$ cat config.mk
export PLATFORM = sky130hd
export DESIGN_NAME = tcam_update_sequencer
export DESIGN_NICKNAME = d
export VERILOG_FILES = /design/src/rtl/tcam_update_sequencer.sv
export SDC_FILE = /design/constraint.sdc
export NUM_CORES = 1
export LEC_CHECK = 0
export ABC_AREA = 1
export CORE_ASPECT_RATIO = 2
export CORE_MARGIN = 2
export CORE_UTILIZATION = 41
export DETAILED_ROUTE_END_ITERATION = 10
export GPL_TIMING_DRIVEN = 1
export PLACE_DENSITY = 0.88
export SLEW_MARGIN = 20
export SYNTH_ARGS = -nofsm -noshare
export SYNTH_HDL_FRONTEND = slang
export SYNTH_SLANG_ARGS = --single-unit
$ cat constraint.sdc
create_clock -name clk -period 1.9 [get_ports clk]
set_input_delay 0.19 -clock clk [delete_from_list [all_inputs] [get_ports clk]]
set_output_delay 0.19 -clock clk [all_outputs]
set_load 0.01 [all_outputs]
$ cat src/rtl/tcam_update_sequencer.sv
`default_nettype none
// =====================================================================
// tcam_update_sequencer : per-fragment read/modify/write of TCAM segments
// Rev 1.0
// =====================================================================
module tcam_update_sequencer #(
  parameter  int DATA_BITS  = 10,
  parameter  int FRAGMENTS  = 5,
  parameter  int FRAG_BITS  = 3,
  parameter  int IDWID      = 2,
  parameter  int MASKWID    = 5,
  localparam int c_KWID     = DATA_BITS,
  localparam int c_PRIOWID  = IDWID,
  localparam int c_FRAG_WID = DATA_BITS / FRAGMENTS,
  localparam int c_ADDR_WID = FRAG_BITS + c_FRAG_WID,
  localparam int c_SEGWID   = 2 + IDWID + MASKWID + c_KWID + c_PRIOWID
) (
  input  logic                  clk,
  input  logic                  reset,
  input  logic                  i_valid,
  output logic                  o_ready,
  input  logic [c_KWID-1:0]     i_key,
  input  logic [IDWID-1:0]      i_id,
  input  logic [MASKWID-1:0]    i_maskid,
  input  logic [c_PRIOWID-1:0]  i_priority,
  output logic [c_ADDR_WID-1:0] o_sdram_addr,
  output logic                  o_sdram_read,
  output logic                  o_sdram_write,
  input  logic                  i_sdram_waitrequest,
  input  logic                  i_sdram_readdatavalid,
  input  logic [c_SEGWID-1:0]   i_sdram_readdata,
  output logic [c_SEGWID-1:0]   o_sdram_writedata,
  output logic                  o_modify,
  output logic [c_KWID-1:0]     o_setting_key,
  output logic [IDWID-1:0]      o_setting_id,
  output logic [MASKWID-1:0]    o_setting_maskid,
  output logic [c_PRIOWID-1:0]  o_setting_priority,
  output logic [c_SEGWID-1:0]   o_gen_readdata,
  input  logic                  i_modify_complete,
  input  logic [c_SEGWID-1:0]   i_gen_writedata,
  output logic                  o_busy,
  output logic                  o_done
);

  localparam logic [2:0] c_IDLE      = 3'd0;
  localparam logic [2:0] c_RD_REQ    = 3'd1;
  localparam logic [2:0] c_RD_WAIT   = 3'd2;
  localparam logic [2:0] c_GEN_START = 3'd3;
  localparam logic [2:0] c_GEN_WAIT  = 3'd4;
  localparam logic [2:0] c_GEN_DRAIN = 3'd5;
  localparam logic [2:0] c_WR_REQ    = 3'd6;
  localparam logic [2:0] c_DONE      = 3'd7;

  localparam logic [FRAG_BITS-1:0] c_LAST = FRAG_BITS'(FRAGMENTS - 1);

  logic [2:0]            r_state;
  logic [FRAG_BITS-1:0]  r_frag;
  logic [c_KWID-1:0]     r_key;
  logic [IDWID-1:0]      r_id;
  logic [MASKWID-1:0]    r_maskid;
  logic [c_PRIOWID-1:0]  r_prio;
  logic [c_SEGWID-1:0]   r_gen_rd;
  logic [c_SEGWID-1:0]   r_wdata;
  logic                  r_ready;
  logic                  r_busy;
  logic                  r_read;
  logic                  r_write;
  logic                  r_modify;
  logic                  r_done;

  logic [2:0]            w_next;
  logic                  w_accept;
  logic                  w_frag_last;
  logic [c_FRAG_WID-1:0] w_slice;

  assign w_accept    = (r_state == c_IDLE) && r_ready && i_valid;
  assign w_frag_last = (r_frag == c_LAST);

  always_comb begin
    w_slice = '0;
    for (int f = 0; f < FRAGMENTS; f++) begin
      if (r_frag == FRAG_BITS'(f)) w_slice = r_key[f*c_FRAG_WID +: c_FRAG_WID];
    end
  end

  always_comb begin
    w_next = r_state;
    case (r_state)
      c_IDLE:      if (w_accept) w_next = c_RD_REQ;
      c_RD_REQ:    if (!i_sdram_waitrequest) w_next = c_RD_WAIT;
      c_RD_WAIT:   if (i_sdram_readdatavalid) w_next = c_GEN_START;
      c_GEN_START: w_next = c_GEN_WAIT;
      c_GEN_WAIT:  if (i_modify_complete) w_next = c_GEN_DRAIN;
      // Only move on once the generator has dropped complete, so it is idle for the next pulse.
      c_GEN_DRAIN: if (!i_modify_complete) w_next = c_WR_REQ;
      c_WR_REQ:    if (!i_sdram_waitrequest) w_next = w_frag_last ? c_DONE : c_RD_REQ;
      c_DONE:      w_next = c_IDLE;
      default:     w_next = c_IDLE;
    endcase
  end

  // Control outputs are registered from the next state so they are all low while in reset.
  always_ff @(posedge clk or negedge reset) begin
    if (!reset) begin
      r_state  <= c_IDLE;
      r_frag   <= '0;
      r_key    <= '0;
      r_id     <= '0;
      r_maskid <= '0;
      r_prio   <= '0;
      r_gen_rd <= '0;
      r_wdata  <= '0;
      r_ready  <= 1'b0;
      r_busy   <= 1'b0;
      r_read   <= 1'b0;
      r_write  <= 1'b0;
      r_modify <= 1'b0;
      r_done   <= 1'b0;
    end else begin
      r_state  <= w_next;
      r_ready  <= (w_next == c_IDLE);
      r_busy   <= (w_next != c_IDLE);
      r_read   <= (w_next == c_RD_REQ);
      r_write  <= (w_next == c_WR_REQ);
      r_modify <= (w_next == c_GEN_START);
      r_done   <= (w_next == c_DONE);
      if (w_accept) begin
        r_key    <= i_key;
        r_id     <= i_id;
        r_maskid <= i_maskid;
        r_prio   <= i_priority;
        r_frag   <= '0;
      end
      if ((r_state == c_RD_WAIT) && i_sdram_readdatavalid) r_gen_rd <= i_sdram_readdata;
      if ((r_state == c_GEN_DRAIN) && !i_modify_complete) r_wdata <= i_gen_writedata;
      if ((r_state == c_WR_REQ) && !i_sdram_waitrequest && !w_frag_last) r_frag <= r_frag + 1'b1;
    end
  end

  assign o_ready            = r_ready;
  assign o_busy             = r_busy;
  assign o_sdram_read       = r_read;
  assign o_sdram_write      = r_write;
  assign o_modify           = r_modify;
  assign o_done             = r_done;
  assign o_sdram_addr       = {r_frag, w_slice};
  assign o_sdram_writedata  = r_wdata;
  assign o_gen_readdata     = r_gen_rd;
  assign o_setting_key      = r_key;
  assign o_setting_id       = r_id;
  assign o_setting_maskid   = r_maskid;
  assign o_setting_priority = r_prio;

endmodule
`default_nettype wire

==> results_dict.tcl <==
set metrics [dict create \
    status "completed" \
    syn-instance-count 365 \
    worstPathRequired_ns 1.71 \
    rr_endpoint "o_busy" \
    yosys.cell_types.count 18 \
    fin_worst_skew_ns 0.00651 \
    drv_slew 0 \
    finalSetupTns_ns 0 \
    cts_tree "done" \
    path_clk_slew_ns 0.05 \
    die_width_um 65.1 \
    grt_pass1_vias 2966 \
    grt_overflow 0 \
    place.gp.congestion 0.843 \
    final_cell_mix "nand2_1, clkdlybuf4s50_1, dfrtp_1" \
    core_area_mm2 0.00727 \
    slew_headroom_pct 59.8 \
    htreeDepth 3 \
    leakage_nw 2.51 \
    routed_wl_mm 8.29 \
    initial_core_util_pct 42.1 \
    max-clock-path-buffers 2 \
    syn_area_per_cell_um2 8.39 \
    ys_seq_area_share_pct 59.7 \
    grt_first_pass_wirelength_mm 13.4 \
    crit_type "flop to output pin" \
    worstReg2RegStart "r_frag[0]" \
    cts_buffers 9 \
    die_area_mm2 0.00822 \
    multi_input_area_mm2 0.00109 \
    num_rows 44 \
    ir_worst_vdd_uv 780 \
    yosysWarnings 0 \
    powerDensity_mw_per_mm2 1550 \
    fin_ws_ns 0.00421 \
    fillers 578 \
    cts_sinks 73 \
    chipHeight_um 126 \
    netlist_area_mm2 0.00306 \
    place_hpwl_mm 6.21 \
    clock.fmax_mhz 527 \
    arrival_ns 1.71 \
    clock_latency_ns 0.32 \
    synth_top_area_share_pct 59.7 \
    antenna_found_initial 0 \
    postPlaceCellArea_mm2 0.00459 \
    finalNetCount 590 \
    hold_viol 0 \
    tightest_slew_ns 0.602 \
    drt-vias-per-instance 4.68 \
    post_drt_wl_per_cell_um 13.5 \
    syn_nets 437 \
    layout_commonest_cell "nand2_1" \
    synth.area.top_cells "dfrtp_1, nand2_1, inv_1, ha_1, nand3_1" \
    worstSetupEndpointType "output pin" \
    final_area_mm2 0.00492 \
    yosys.area.top_type "dfrtp_1" \
    cp_max_fo 4 \
    setup_violations 0 \
    io_pins 139 \
    fin_crit_ns 1.90 \
    area_growth_pct 60.8 \
    dp_slack_ns -0.0866 \
    ant_nets 0 \
    drive_above_1_share_pct 9.60 \
    via_count 2867 \
    ys_ff_latch 73 \
    antennaDiodeCount 0 \
    firstDrtPassIters 4 \
    drc 0 \
    hold_class "input pin to asynchronous set/reset pin" \
    regArea_mm2 0.00183 \
    cts_root_buf "clkbuf_16" \
    portBuffers 138 \
    initialDrtViolationCount 125 \
    grt_max_degree 38 \
    rrSetupSlack_ns 0.32 \
    power_mw 7.65 \
    track_usage_pct 21.3 \
    period_share_pct 99.8 \
    critPathLaunchType "flop" \
    rr_worst_depth 8 \
    drv_cap 0 \
]
logic make-up after synthesis:
logic type,count (synthesis),synth area share (%)
AOI/OAI and AO/OA,8,1.47
adders and majority gates,5,2.04
and+or+nand+nor,238,30.8
buffers and inverters,41,6.01
DFF,73,59.7
how the worst max path moves through the flow:
stage,startpoint,end,cells past startpoint
after global routing,r_frag[1],o_sdram_addr[0],8
final,r_frag[0],o_sdram_addr[0],8
after CTS,r_frag[0],o_sdram_addr[0],8
after detailed placement,r_frag[0],o_sdram_addr[0],8
after floorplan,r_frag[0],o_busy,8
after global placement,r_frag[0],o_sdram_addr[0],8
area by class of cell:
type	instances	area share [%]
clock buffers	14	5.36
inverters	29	2.21
multi-input cells	251	22.2
flip-flops and latches	73	37.1
well taps	92	2.34
repair buffers	154	30.8
state kept, by name, indices dropped and copies added, names as in the netlist, 2 cells and up:
signal / cells
o_gen_readdata: 21
o_sdram_writedata: 21
o_setting_key: 10
o_setting_maskid: 5
r_frag: 3
r_state: 3
o_setting_id: 2
o_setting_priority: 2
report_power, final:
part	switching [mW]	leakage (nW)	total, mW	internal (mW)
logic	1.63	1.46	3.46	1.84
registers	0.447	0.923	2.69	2.24
clock network	0.560	0.129	1.50	0.941
total	2.63	2.51	7.65	5.01
worst max-delay path, stage by stage, from the launching register on:
cell and delay, ns:
dfrtp_1 0.42, ha_2 0.21, ha_4 0.16, inv_1 0.07
o21ai_1 0.08, inv_1 0.08, nand2_1 0.07, a21oi_2 0.14
buf_2 0.14
cell usage after synthesis:
master    number
o22ai_1        1
nand3_1       10
a21oi_1        2
nand2_1      211
buf_2          6
buf_6          1
nand3_2        2
nor2_2         3
inv_2          3
nor2_1        10
nand4_2        2
clkbuf_1       1
inv_1         26
dfrtp_1       73
a21oi_2        1
ha_1           5
o21ai_0        4
buf_4          4
repair_timing:
item | CTS | global route
setup endpoints to repair | 2 | 2
hold endpoints to repair | 36 | 0
resized for setup | 11 | 10
pin swaps | 0 | 2
setup buffers | 2 | 2
hold buffers | 1 | 0
stage by stage:
stage | cells | util, % | hold WS, ns
2_1_floorplan | 365 | - | -0.106
3_3_place_gp | 594 | 63.1 | 0.184
3_5_place_dp | 594 | 63.1 | 0.188
4_1_cts | 611 | 67.1 | 0.383
5_1_grt | 613 | 67.8 | 0.398
6_report | 613 | 67.8 | 0.373
layer usage:
metal / routed length [µm] / track usage, % / vias to the layer above
li1: - / - / 1397
met1: 2870 / 21.3 / 1347
met5: 0 / 0 / -
met4: 255 / 10.0 / 0
met3: 401 / 4.73 / 19
met2: 4760 / 40.0 / 104
(Power assumes the default switching activity.)
